$ cat config.mk
export PLATFORM = sky130hd
export DESIGN_NAME = decode_stage
export DESIGN_NICKNAME = d
export VERILOG_FILES = /design/src/rtl/decode_stage.sv
export SDC_FILE = /design/constraint.sdc
export NUM_CORES = 1
export LEC_CHECK = 0
export BUFFER_PORTS_ARGS = -buffer_cell sky130_fd_sc_hd__clkbuf_2
export CAP_MARGIN = 20
export CELL_PAD_IN_SITES_DETAIL_PLACEMENT = 1
export CELL_PAD_IN_SITES_GLOBAL_PLACEMENT = 2
export CORE_MARGIN = 3
export CORE_UTILIZATION = 26
export DETAILED_ROUTE_END_ITERATION = 8
export GPL_TIMING_DRIVEN = 1
export PLACE_DENSITY_LB_ADDON = 0.1
export RECOVER_POWER = 50
export SLEW_MARGIN = 40
export SYNTH_ARGS = -nofsm -noshare
export SYNTH_HDL_FRONTEND = slang
export SYNTH_SLANG_ARGS = --single-unit
$ cat constraint.sdc
create_clock -name clk -period 2.25 [get_ports clk]
set_input_delay 0.3375 -clock clk [delete_from_list [all_inputs] [get_ports clk]]
set_output_delay 0.3375 -clock clk [all_outputs]
set_load 0.01 [all_outputs]
$ cat src/rtl/decode_stage.sv
// ---------------------------------------------------------------------------
// decode_stage
//   Instruction decode stage with register-file read, writeback bypass,
//   load-use hazard detection and the ID/EX pipeline register.
//
//   Instruction layout (default REG_NUMBER=5):
//     opcode[19:15] rd[14:10] rs1[9:5] rs2/imm5[4:0]
//
//   Ports
//     clk, rst                 : clock, synchronous active-high reset
//     instr_in, instr_valid    : instruction from IF/ID and its valid flag
//     flush                    : kills the instruction currently in ID
//     rs1, rs2                 : register-file read addresses (combinational)
//     data_rs1, data_rs2       : register-file read data (combinational)
//     wb_reg_write/wb_rd/wb_data : writeback port, bypassed into operands
//     stall                    : load-use hazard, upstream must hold
//     ex_*                     : registered ID/EX fields, operands, controls
//     stall_count              : saturating count of load-use bubbles
//
//   Handshake: an instruction is consumed at a rising edge when
//   instr_valid=1 and stall=0 (a flush also consumes it, as a bubble).
//   While stall=1 upstream keeps instr_in/instr_valid unchanged and the
//   same instruction is re-evaluated on the next cycle.
// ---------------------------------------------------------------------------
module decode_stage #(
    parameter int DATA_WIDTH = 20,
    parameter int REG_NUMBER = 5
) (
    input  logic                    clk,
    input  logic                    rst,
    input  logic [4*REG_NUMBER-1:0] instr_in,
    input  logic                    instr_valid,
    input  logic                    flush,
    output logic [REG_NUMBER-1:0]   rs1,
    output logic [REG_NUMBER-1:0]   rs2,
    input  logic [DATA_WIDTH-1:0]   data_rs1,
    input  logic [DATA_WIDTH-1:0]   data_rs2,
    input  logic                    wb_reg_write,
    input  logic [REG_NUMBER-1:0]   wb_rd,
    input  logic [DATA_WIDTH-1:0]   wb_data,
    output logic                    stall,
    output logic                    ex_valid,
    output logic [4:0]              ex_opcode,
    output logic [REG_NUMBER-1:0]   ex_rd,
    output logic [REG_NUMBER-1:0]   ex_rs1,
    output logic [REG_NUMBER-1:0]   ex_rs2,
    output logic [DATA_WIDTH-1:0]   ex_op_a,
    output logic [DATA_WIDTH-1:0]   ex_op_b,
    output logic                    ex_reg_write,
    output logic                    ex_mem_read,
    output logic                    ex_mem_write,
    output logic                    ex_branch,
    output logic                    ex_illegal,
    output logic [15:0]             stall_count
);

    localparam logic [4:0] OP_NOP   = 5'b00000;
    localparam logic [4:0] OP_ADD   = 5'b00001;
    localparam logic [4:0] OP_SUB   = 5'b00010;
    localparam logic [4:0] OP_ADDI  = 5'b00011;
    localparam logic [4:0] OP_LOAD  = 5'b00100;
    localparam logic [4:0] OP_STORE = 5'b00101;
    localparam logic [4:0] OP_BEQ   = 5'b00110;

    // Field extraction
    logic [4:0]            opcode;
    logic [REG_NUMBER-1:0] rd;
    logic [4:0]            imm5;

    assign opcode = instr_in[4*REG_NUMBER-1 -: 5];
    assign rd     = instr_in[3*REG_NUMBER-1 : 2*REG_NUMBER];
    assign rs1    = instr_in[2*REG_NUMBER-1 : REG_NUMBER];
    assign rs2    = instr_in[REG_NUMBER-1 : 0];
    assign imm5   = instr_in[4:0];

    // Opcode decode
    logic dec_reg_write;
    logic dec_mem_read;
    logic dec_mem_write;
    logic dec_branch;
    logic dec_illegal;
    logic use_rs1;
    logic use_rs2;
    logic use_imm;

    always_comb begin
        dec_reg_write = 1'b0;
        dec_mem_read  = 1'b0;
        dec_mem_write = 1'b0;
        dec_branch    = 1'b0;
        dec_illegal   = 1'b0;
        use_rs1       = 1'b0;
        use_rs2       = 1'b0;
        use_imm       = 1'b0;
        case (opcode)
            OP_NOP: ;
            OP_ADD, OP_SUB: begin
                dec_reg_write = 1'b1;
                use_rs1       = 1'b1;
                use_rs2       = 1'b1;
            end
            OP_ADDI: begin
                dec_reg_write = 1'b1;
                use_rs1       = 1'b1;
                use_imm       = 1'b1;
            end
            OP_LOAD: begin
                dec_reg_write = 1'b1;
                dec_mem_read  = 1'b1;
                use_rs1       = 1'b1;
                use_imm       = 1'b1;
            end
            OP_STORE: begin
                dec_mem_write = 1'b1;
                use_rs1       = 1'b1;
                use_rs2       = 1'b1;
            end
            OP_BEQ: begin
                dec_branch    = 1'b1;
                use_rs1       = 1'b1;
                use_rs2       = 1'b1;
            end
            default: dec_illegal = 1'b1;
        endcase
    end

    // Operands: writeback data wins over the register file so a value being
    // written this cycle is seen by the instruction reading it this cycle.
    logic [DATA_WIDTH-1:0] src_a;
    logic [DATA_WIDTH-1:0] src_b;
    logic [DATA_WIDTH-1:0] imm_ext;
    logic [DATA_WIDTH-1:0] op_b;

    assign src_a   = (wb_reg_write && wb_rd == rs1) ? wb_data : data_rs1;
    assign src_b   = (wb_reg_write && wb_rd == rs2) ? wb_data : data_rs2;
    assign imm_ext = {{(DATA_WIDTH-5){imm5[4]}}, imm5};
    assign op_b    = use_imm ? imm_ext : src_b;

    // Load-use hazard: the load in ID/EX has no data until after EX/MEM, so a
    // consumer in ID must wait one cycle. Reset and flush suppress it.
    logic rd_hit;
    assign rd_hit = (use_rs1 && ex_rd == rs1) || (use_rs2 && ex_rd == rs2);
    assign stall  = !rst && !flush && instr_valid && ex_valid && ex_mem_read && rd_hit;

    // ID/EX pipeline register
    always_ff @(posedge clk) begin
        if (rst) begin
            ex_valid     <= 1'b0;
            ex_opcode    <= '0;
            ex_rd        <= '0;
            ex_rs1       <= '0;
            ex_rs2       <= '0;
            ex_op_a      <= '0;
            ex_op_b      <= '0;
            ex_reg_write <= 1'b0;
            ex_mem_read  <= 1'b0;
            ex_mem_write <= 1'b0;
            ex_branch    <= 1'b0;
            ex_illegal   <= 1'b0;
            stall_count  <= '0;
        end else if (flush || stall) begin
            // Bubble. stall is already 0 under flush, so only real
            // load-use bubbles are counted.
            ex_valid     <= 1'b0;
            ex_opcode    <= '0;
            ex_rd        <= '0;
            ex_rs1       <= '0;
            ex_rs2       <= '0;
            ex_op_a      <= '0;
            ex_op_b      <= '0;
            ex_reg_write <= 1'b0;
            ex_mem_read  <= 1'b0;
            ex_mem_write <= 1'b0;
            ex_branch    <= 1'b0;
            ex_illegal   <= 1'b0;
            if (stall && stall_count != 16'hFFFF) begin
                stall_count <= stall_count + 16'd1;
            end
        end else begin
            ex_valid     <= instr_valid;
            ex_opcode    <= opcode;
            ex_rd        <= rd;
            ex_rs1       <= rs1;
            ex_rs2       <= rs2;
            ex_op_a      <= src_a;
            ex_op_b      <= op_b;
            ex_reg_write <= instr_valid && dec_reg_write;
            ex_mem_read  <= instr_valid && dec_mem_read;
            ex_mem_write <= instr_valid && dec_mem_write;
            ex_branch    <= instr_valid && dec_branch;
            ex_illegal   <= instr_valid && dec_illegal;
        end
    end

endmodule
==> Word-level counts from Yosys, hierarchy flattened <==
Cells that the tools add are included.
{ "word_totals": {"input_bits": 90, "reg_bits": 82, "word_cells": 63} }
{ "op_classes": {"n_reduce_logical": 27, "n_mux": 11, "eq_ne": 11, "add_sub_neg": 1} }
{ "op_table": {"columns": ["cell", "count"], "rows": [
  ["$mux W20", 3],
  ["$eq A5 B5 Y1", 4],
  ["$add A16 B1 Y16 const B", 1],
  ["$ne A16 B16 Y1 const B", 1],
  ["$eq A5 B3 Y1 const B", 3],
  ["$logic_and A1 B1 Y1", 15],
  ["$eq A5 B2 Y1 const B", 2],
  ["$mux W1", 8],
  ["$reduce_or A4 Y1", 2],
  ["$reduce_or A7 Y1", 1],
  ["$reduce_or A6 Y1", 1],
  ["$eq A5 B1 Y1 const B", 1],
  ["$logic_not A5 Y1", 1],
  ["$reduce_or A2 Y1", 2],
  ["$logic_not A1 Y1", 2],
  ["$logic_or A1 B1 Y1", 2],
  ["$reduce_and A2 Y1", 1]
]} }

==> Logic depth before layout (Yosys ltp) <==
Gate-level depths: netlist (run 1).
{ "logic_depth": {"depth_word": 8, "ltp_mapped": 8, "depth_no_buf": 6} }

==> Worst setup path before layout (run 1) <==
No wires, ideal clock.
{ "synth_path": {"path_kind": "register to register", "startpoint": "register stall_count[0]", "endpoint": "register stall_count[10]", "arrival_time_ps": 1794, "path_buffers": 1, "period_less_slack_ps": 1915, "required_time_ps": 2129, "stages_incl_launch_ff": 8, "slack_ps": 335, "cell_sequence": "dfxtp_1 > ha_1 > nand4_1 > or4_4 > nand2_4 > buf_6 > nor4_2 > mux2_4"} }
{ "synth_via": {"elab_chain_cells": 3, "word_cells_on_any_way": 4, "cone_classes": "1 x add/sub; 1 x eq/ne; 2 x reduce/logical"} }
{ "synth_lines": {"columns": ["element", "line_no", "text"], "rows": [
  ["start: declaration", "54", "output logic [15:0] stall_count"],
  ["start signal: assignment", "177", "stall_count <= stall_count + 16'd1;"],
  ["branches (longest 3 deep; another with $add A16 B1 Y16)", null, null]
]} }
Several ways; the timed one is not identified.
A chain may end at the register's enable or synchronous reset.

==> Final worst setup path (run 1) <==
{ "layout_path": {"startpoint": "register ex_rd[3]", "endpoint": "output port stall"} }
{ "layout_via": {"elab_chain_cells": 4, "word_cells_on_any_way": 6, "cone_classes": "2 x eq/ne; 4 x reduce/logical"} }
{ "layout_lines": {"columns": ["element", "line_no", "text"], "rows": [
  ["start: declaration", "44", "output logic [REG_NUMBER-1:0] ex_rd,"],
  ["start signal: assignment", "182", "ex_rd <= rd;"],
  ["$eq A5 B5 Y1", "142", "assign rd_hit = (use_rs1 && ex_rd == rs1) || (use_rs2 && ex_rd == rs2);"],
  ["$logic_and A1 B1 Y1", "142", null],
  ["$logic_or A1 B1 Y1 *", "142", null],
  ["$logic_and A1 B1 Y1 *", "143", "assign stall = !rst && !flush && instr_valid && ex_valid && ex_mem_read && rd_hit;"],
  ["end: declaration", "41", "output logic stall,"]
]} }
Every way passes the cells marked *; elsewhere a longest branch is shown, timed or not.

==> metrics.txt, run 1 <==
outcome completed; grt ovf 0; Crit. End Element primary output; final net count 626; Post-CTS Setup Bufs 0; DRC Markers 0; commonest non-fill, non-tap cell in the layout clkbuf_2; Worst VDD drop approximately 0.31 mV; Setup crit end stall; Area Overhead vs Synth 34.67%; RePlAce Congestion 0.7384; syn avg cell area 9.878 sq um; DRT Pass-1 Iters 4; Synth cell types between 40 and 50; Final Hold Fails 0; pre-CTS WS 0.1366 ns; vias in the first global route 3448; number of enable flip-flop cells after synthesis 0; Setup Skew 0.006275 ns; DR iter-0 viols 76; leak pwr ~1.9 nW; final setup vio count 0; required time of the critical path 1.91 ns; final period utilization roughly 94%; worst slew pin tran between 0.6 and 0.7 ns; Initial Util about a quarter; io pins 183; clock transition at the registers of the reported paths roughly 0.060 ns; most frequent cells in the layout clkbuf_2 (99), clkbuf_1 (87), dfxtp_1 (80); die height 123.1 microns; multiplexer share of the synthesized area between 10% and 20%; largest net degree at the start of global routing 31; r2r startpoint stall_count[0]$_SDFFE_PP0P_; maxcap violations 0; GRT Util Overall 15.91%; clk buf depth 2; compound-gate portion of the synthesized area roughly 7.9%; drt total wl around 12000 microns; Syn Inst Count around 360; sw power 785.5 uW; Post-Route Setup TNS 0 ns; antenna violation net count after detailed routing 0; IO Port Bufs approximately 180; final worst slack approximately 0.13 ns; crit path launch ex_rd[3]$_SDFF_PP0_; Routed wire per std cell between 15 and 20 microns; Synth Flop Type dfxtp_1; synthesized area 0.003566 sq mm; CP arrival between 1.5 and 2 ns; CTS Hold Bufs 0; Synth Net Count roughly 450; HPWL after DPL 8852 microns; CTS H-tree depth 3; Sw Share a little under a quarter; Internal 2.489 mW; Min Clock Period, post-route roughly 2.1 ns; critical-path maximum fanout 30; share of cells above drive strength 1 27.04%; Max Transition Viols Final 0; root buf cell clkbuf_16; sequential-to-total area share from yosys stat between 40% and 50%; combinational group share of total power about a tenth; register bit total from synthesis between 80 and 90; Rel. slew slack between 50% and 60%; ANT cells 0; depth of the worst register-to-register path 6; post-synthesis adder-cell area fraction less than 1%; TritonCTS Buffers 9; PwrDens 681.9 mW/mm^2; crit path kind flip-flop to primary output; Die X between 100 and 150 microns; reg2reg setup slack around 0.16 ns; Clk pwr share 43.2%; core area roughly 0.013 sq mm; largest family of logic cells by synthesized area simple AND/OR/NAND/NOR gates; die area 0.01516 sq mm; first-pass GRT wire length 18440 microns; Via density 4.592; Fmax achieved ~470 MHz; Vias around 3.3k; CTS tree done; Async SR Flop Fraction 0%; post-synthesis xor/xnor area fraction 5.158%; Sink Count 82; Hold Crit Class primary input to flip-flop; FF-to-FF End stall_count[9]$_SDFFE_PP0P_; sequential share of power a little under half; RSZ-0062 raised after global routing no; crit start category flip-flop; simple-gate share of the synthesized area between 20% and 30%; Yosys warnings 0; clock latency on the worst-skew pair between 0.3 and 0.4 ns; row count 42; initial antenna violation count 0
synth_stat cells, drive strengths merged (2+ instances only):
cell    count  area [sq um]
dfxtp      82          1642
mux2i      41         410.4
nor2       37         138.9
a21oi      26         130.1
buf        24         177.7
and2       21         131.4
xnor2      12         105.1
clkbuf     10         37.54
nand2      10         45.04
nand3      10         50.05
nor4       10         87.59
or4        10         78.82
nand4       9         71.32
xor2        9         78.83
o31ai       8         60.06
o21ai       6         30.03
a211oi      4         30.03
inv         4         15.01
mux2        4         60.06
and3        3         18.77
nor2b       3         18.77
nand2b      2         12.51
nor3b       2         15.01
or2         2         12.51
or3         2         12.51
layout make-up:
cell class                      instances  area (sq um)
Fill cell                            1628          8546
Multi-Input combinational cell        241          1702
Sequential cell                        82          1644
Timing Repair Buffer                  197         937.1
Clock buffer                           14         274.0
Tap cell                              176         220.2
Inverter                                4         15.01
Clock inverter                          2         10.01
flip-flops by register name (all words and copies together) (netlist names), 5 cells and up:
register	flops
stall_count	16
ex_rs2	5
ex_opcode	5
ex_op_a	20
ex_rd	5
ex_op_b	20
ex_rs1	5
cells by family after synthesis:
| kind of cell | after synthesis |
|---|---|
| compound gates | 47 |
| flops | 82 |
| mux | 45 |
| buf+inv | 38 |
| xor+xnor | 21 |
| simple gates | 127 |
| fa+ha+maj | 1 |
how the worst min path moves through the flow:
stage | start | endpoint | depth (start not counted)
after floorplan | instr_in[17] | ex_opcode[2]$_SDFF_PP0_ | 1
after global placement | stall_count[14]$_SDFFE_PP0P_ | stall_count[14]$_SDFFE_PP0P_ | 2
after detailed placement | stall_count[15]$_SDFFE_PP0P_ | stall_count[15]$_SDFFE_PP0P_ | 2
after CTS | instr_in[11] | ex_rd[1]$_SDFF_PP0_ | 2
after global routing | instr_in[14] | ex_rd[4]$_SDFF_PP0_ | 2
final | instr_in[12] | ex_rd[2]$_SDFF_PP0_ | 2
layer usage:
metal / GRT usage (%) / up-vias / share of wire (%)
met2: 26.44 / 115 / 47
met5: 0 / - / 0
met3: 6.359 / 12 / 9.5
met1: 18.47 / 1558 / 42
met4: 5.952 / 0 / 1.5
li1: - / 1603 / -
critical path: stages (launching register included):
cell,delay [ns]
dfxtp_1,0.41
xnor2_1,0.14
nand3_1,0.10
o22a_1,0.22
buf_4,0.24
nor2_1,0.18
clkbuf_2,0.16
what timing repair did:
| action | CTS | global route |
|---|---|---|
| gates resized for setup | 0 | 2 |
| hold endpoints to repair | 0 | 0 |
| endpoints found under the setup margin | 0 | 1 |
power groups by stage:
stage / registers (mW) / clock network [mW] / logic (mW)
floorplan: 1.57 / 0 / 0.152
global placement: 1.55 / 0 / 0.361
detailed placement: 1.55 / 0 / 0.365
CTS: 1.52 / 1.47 / 0.367
global route: 1.52 / 1.53 / 0.387
finish: 1.52 / 1.41 / 0.345
through the flow:
stage	hold slack, ns	cells	utilization, %	instance area [sq um]	power [mW]
floorplan	0.4592	361	-	3566	1.725
global placement	0.5203	700	34.66	4627	1.910
detailed placement	0.5230	700	34.66	4627	1.914
CTS	0.1940	716	36.79	4911	3.353
global route	0.1988	716	35.98	4802	3.441
finish	0.2038	716	35.98	4802	3.274
(Power assumes the default switching activity.)
==> run 2, diff against run 1 <==
--- a/config.mk
+++ b/config.mk
@@ -7,7 +7,7 @@
 export LEC_CHECK = 0
 export BUFFER_PORTS_ARGS = -buffer_cell sky130_fd_sc_hd__clkbuf_2
 export CAP_MARGIN = 20
-export CELL_PAD_IN_SITES_DETAIL_PLACEMENT = 1
+export CELL_PAD_IN_SITES_DETAIL_PLACEMENT = 2
 export CELL_PAD_IN_SITES_GLOBAL_PLACEMENT = 2
 export CORE_MARGIN = 3
 export CORE_UTILIZATION = 26
==> metrics.txt, run 2 (synthesis results as in run 1) <==
GRT Util Overall 16.89% (+0.98 points); RePlAce Congestion 0.7384 (unchanged); antenna violation net count after detailed routing 0 (unchanged); DRT Pass-1 Iters 4 (unchanged); Sink Count 82 (unchanged); DRC Markers 0 (unchanged); outcome completed; initial antenna violation count 0 (unchanged); hold_ws 0.2009 ns (-0.002836 ns); Max Transition Viols Final 0 (unchanged); CP arrival 2.35 ns (+0.57 ns); required time of the critical path 2.48 ns (+0.57 ns); post_cts resized 0 (unchanged); HPWL after DPL 9564 microns (+8.0%); Setup Skew 0.009720 ns (+0.003446 ns); DR iter-0 viols 100 (+32%); CTS Hold Bufs 0 (unchanged); total power 3.373 mW (+3.0%); RSZ-0062 raised after global routing no; CTS tree done; crit path kind flip-flop to flip-flop; pre-CTS WS 0.1464 ns (+0.009777 ns); Fmax achieved 470.1 MHz (-0.53%); TritonCTS Buffers 9 (unchanged); leak pwr 1.865 nW (+0.43%); Final Hold Fails 0 (unchanged); Min Clock Period, post-route 2.127 ns (+0.01137 ns); Worst VDD drop 0.2949 mV (-3.5%); Post-CTS Setup Bufs 0 (unchanged); ANT cells 0 (unchanged); clk buf depth 2 (unchanged); root buf cell clkbuf_16; multi-input logic area 0.001702 sq mm (unchanged); final net count 626 (unchanged); most frequent cells in the layout clkbuf_2 (100), clkbuf_1 (87), dfxtp_1 (79); die area 0.01516 sq mm (unchanged); crit start category flip-flop; clock transition at the registers of the reported paths 0.06 ns (about the same); CTS H-tree depth 3 (unchanged); final worst slack 0.1228 ns (-0.01137 ns); Rel. slew slack 61.97% (+3.2 points); io pins 183 (unchanged); Post-Route Setup TNS 0 ns (unchanged); r2r startpoint stall_count[0]$_SDFFE_PP0P_; drt total wl 12400 microns (+4.7%); die height 123.1 microns (unchanged); final setup vio count 0 (unchanged); maxcap violations 0 (unchanged); commonest non-fill, non-tap cell in the layout clkbuf_2; Initial Util 26.72% (unchanged); share of cells above drive strength 1 27.22% (+0.19 points); final cell count without fillers 716 (unchanged); Crit. End Element flip-flop; reg2reg setup slack 0.12 ns (-0.04 ns); worst slew pin tran 0.5704 ns (-0.04795 ns); clock latency on the worst-skew pair 0.35 ns (about the same); Placed Instance Area 0.004627 sq mm (unchanged); Routed wire per std cell 17.32 microns (+4.7%); vias in the first global route 3595 (+4.3%); crit path launch stall_count[0]$_SDFFE_PP0P_; Hold Startpoint instr_in[10]; critical-path maximum fanout 23 (-23%); final core utilization 36.11% (+0.13 points); Hold Crit Class primary input to flip-flop; Die X 123.1 microns (unchanged); IO Port Bufs 182 (unchanged); first-pass GRT wire length 19470 microns (+5.6%); Via density 4.605 (+0.27%); Vias 3297 (+0.27%); Top Registers ex_op_a: 20 flops, ex_op_b: 20 flops, stall_count: 16 flops; final period utilization 94.54% (+0.51 points); Area Overhead vs Synth 35.16%; PwrDens 699.8 mW/mm^2 (+2.6%); row count 42 (unchanged); core area 0.01335 sq mm (unchanged); grt ovf 0 (unchanged); Register Area 0.001645 sq mm (about the same); placed insts 700 (unchanged); largest net degree at the start of global routing 31 (unchanged); fill cell count 1579 (-3.0%); fin area 0.004820 sq mm (+0.36%)
## run 2: critical path, cell delays in order, from the launching register on
cell     delay [ns]
dfxtp_1        0.43
ha_1           0.29
nand4_1        0.12
or4_4          0.52
nand2_4        0.24
nor4_2         0.09
mux2_4         0.31
## run 2: where the power goes
group / total (mW) / switching [mW] / internal (mW)
Clock: 1.51 / 0.589 / 0.920
Sequential: 1.52 / 0.0164 / 1.50
Combinational: 0.346 / 0.193 / 0.153
Total: 3.37 / 0.799 / 2.57
## run 2: layer usage
layer | track usage (%) | routed length, microns
met1 | 19.59 | 5133
met2 | 27.71 | 5939
met3 | 6.679 | 1143
met4 | 7.197 | 185
met5 | 0 | 0
## run 2: path summary, 6_finish.rpt
path / to / cells past startpoint
worst min register to register: stall_count[4]$_SDFFE_PP0P_ / 2
worst min-delay path: ex_rd[0]$_SDFF_PP0_ / 2
worst max register to register: stall_count[7]$_SDFFE_PP0P_ / 6
worst max-delay path: stall_count[7]$_SDFFE_PP0P_ / 6
## run 2: layout make-up
class,instances,share of cell area [%]
multi-input combinational,241,35.31
sequential,82,34.14
timing repair buffer,197,19.47
clock buffer,14,5.478
tap,176,4.569
clock inverter,2,0.7269
inverter,4,0.3115
==> run 3, diff against run 2 <==
--- a/config.mk
+++ b/config.mk
@@ -5,7 +5,7 @@
 export SDC_FILE = /design/constraint.sdc
 export NUM_CORES = 1
 export LEC_CHECK = 0
-export BUFFER_PORTS_ARGS = -buffer_cell sky130_fd_sc_hd__clkbuf_2
+export BUFFER_PORTS_ARGS = -buffer_cell sky130_fd_sc_hd__buf_4
 export CAP_MARGIN = 20
 export CELL_PAD_IN_SITES_DETAIL_PLACEMENT = 2
 export CELL_PAD_IN_SITES_GLOBAL_PLACEMENT = 2
==> metrics.txt, run 3 (synthesis results as in run 1) <==
DR iter-0 viols 99 (-1.0%); die area 0.01516 sq mm (unchanged); outcome completed; most frequent cells in the layout buf_4 (109), clkbuf_1 (85), dfxtp_1 (80); Fmax achieved 476.6 MHz (+1.4%); crit path kind flip-flop to primary output; critical-path maximum fanout 30 (+30%); CP arrival 1.76 ns (-0.59 ns); Routed wire per std cell 17.12 microns (-1.1%); Crit. End Element primary output; CTS Hold Bufs 0 (unchanged); Final Hold Fails 0 (unchanged); drt total wl 12240 microns (-1.3%); required time of the critical path 1.91 ns (-0.57 ns); final setup vio count 0 (unchanged); clk buf depth 2 (unchanged); crit start category flip-flop; Hold Crit Class primary input to flip-flop; die height 123.1 microns (unchanged); initial antenna violation count 0 (unchanged); Rel. slew slack 62.63% (+0.66 points); TritonCTS Buffers 9 (unchanged); PwrDens 705.9 mW/mm^2 (+0.87%); vias in the first global route 3740 (+4.0%); Sink Count 82 (unchanged); Setup Skew 0.006305 ns (-0.003415 ns); fill cell count 1544 (-2.2%); maxcap violations 0 (unchanged); final net count 625 (-0.16%); Post-Route Setup TNS 0 ns (unchanged); io pins 183 (unchanged); ANT cells 0 (unchanged); row count 42 (unchanged); antenna violation net count after detailed routing 0 (unchanged); Max Transition Viols Final 0 (unchanged); Area Overhead vs Synth 43.05%; first-pass GRT wire length 19880 microns (+2.1%); root buf cell clkbuf_16; commonest non-fill, non-tap cell in the layout buf_4; largest net degree at the start of global routing 31 (unchanged); core area 0.01335 sq mm (unchanged); DRT Pass-1 Iters 4 (unchanged); CTS tree done; total power 3.601 mW (+6.8%); Post-CTS Setup Bufs 0 (unchanged); final period utilization 93.25% (-1.3 points); worst slew pin tran 0.5606 ns (-0.009833 ns); Initial Util 26.72% (unchanged); HPWL after DPL 9514 microns (-0.52%); Vias 3276 (-0.64%); GRT Util Overall 17.04% (+0.15 points); CTS H-tree depth 3 (unchanged); Min Clock Period, post-route 2.098 ns (-0.02899 ns); leak pwr 1.933 nW (+3.7%); clock latency on the worst-skew pair 0.34 ns (about the same); share of cells above drive strength 1 27.27% (+0.051 points); grt ovf 0 (unchanged); Via density 4.582 (-0.50%); Worst VDD drop 0.3007 mV (+2.0%); Top Registers ex_op_a: 20 flops, ex_op_b: 20 flops, stall_count: 16 flops; DRC Markers 0 (unchanged); IO Port Bufs 182 (unchanged); RePlAce Congestion 0.7531 (+2.0%); post_cts resized 0 (unchanged); clock transition at the registers of the reported paths 0.06 ns (about the same); Die X 123.1 microns (unchanged); RSZ-0062 raised after global routing no
-- run 3: per-stage QoR --
step           std cells  setup slack, ns  cell area (sq um)  hold slack [ns]  util, %
2_1_floorplan        361           0.3347               3566           0.4592        -
3_3_place_gp         699           0.1985               5075           0.5123    38.02
3_5_place_dp         699           0.1710               5075           0.5278    38.02
4_1_cts              715          0.07724               5418           0.1837    40.59
5_1_grt              715         0.006337               5101           0.1954    38.22
6_report             715           0.1518               5101           0.1997    38.22
-- run 3: critical path, stage by stage (launching register included) --
cell	delay [ns]
dfxtp_1	0.39
xnor2_1	0.13
nand3_1	0.10
o22a_1	0.22
buf_4	0.23
nor2_1	0.19
buf_4	0.15
-- run 3: routing by layer --
layer	track usage, %	vias to the layer above	share of wire [%]
met3	7.182	12	10
li1	-	1597	-
met5	0	-	0
met2	28.08	117	48
met1	19.72	1550	41
met4	6.436	0	1.4
-- run 3: report_power, final --
part	switching [mW]	internal (mW)	leakage (nW)
Clock	0.613	1.08	0.158
Combinational	0.194	0.196	1.10
Sequential	0.0160	1.50	0.671
Total	0.822	2.78	1.93
-- run 3: path summary, 6_finish.rpt --
kind / startpoint / end / slack [ns] / depth (start not counted)
worst min-delay path: instr_in[11] / ex_rd[1]$_SDFF_PP0_ / 0.20 / 2
worst max register to register: stall_count[0]$_SDFFE_PP0P_ / stall_count[9]$_SDFFE_PP0P_ / 0.19 / 6
worst max-delay path: ex_rd[4]$_SDFF_PP0_ / stall / 0.15 / 6
worst min register to register: stall_count[4]$_SDFFE_PP0P_ / stall_count[4]$_SDFFE_PP0P_ / 0.53 / 2
-- run 3: final cells by class --
| class | instances | area (sq um) | share of cell area [%] |
|---|---|---|---|
| clock inverter | 7 | 117.6 | 2.306 |
| sequential | 82 | 1644 | 32.23 |
| multi-input combinational | 241 | 1702 | 33.36 |
| inverter | 4 | 15.01 | 0.2943 |
| clock buffer | 9 | 225.2 | 4.415 |
| tap | 176 | 220.2 | 4.317 |
| timing repair buffer | 196 | 1177 | 23.08 |
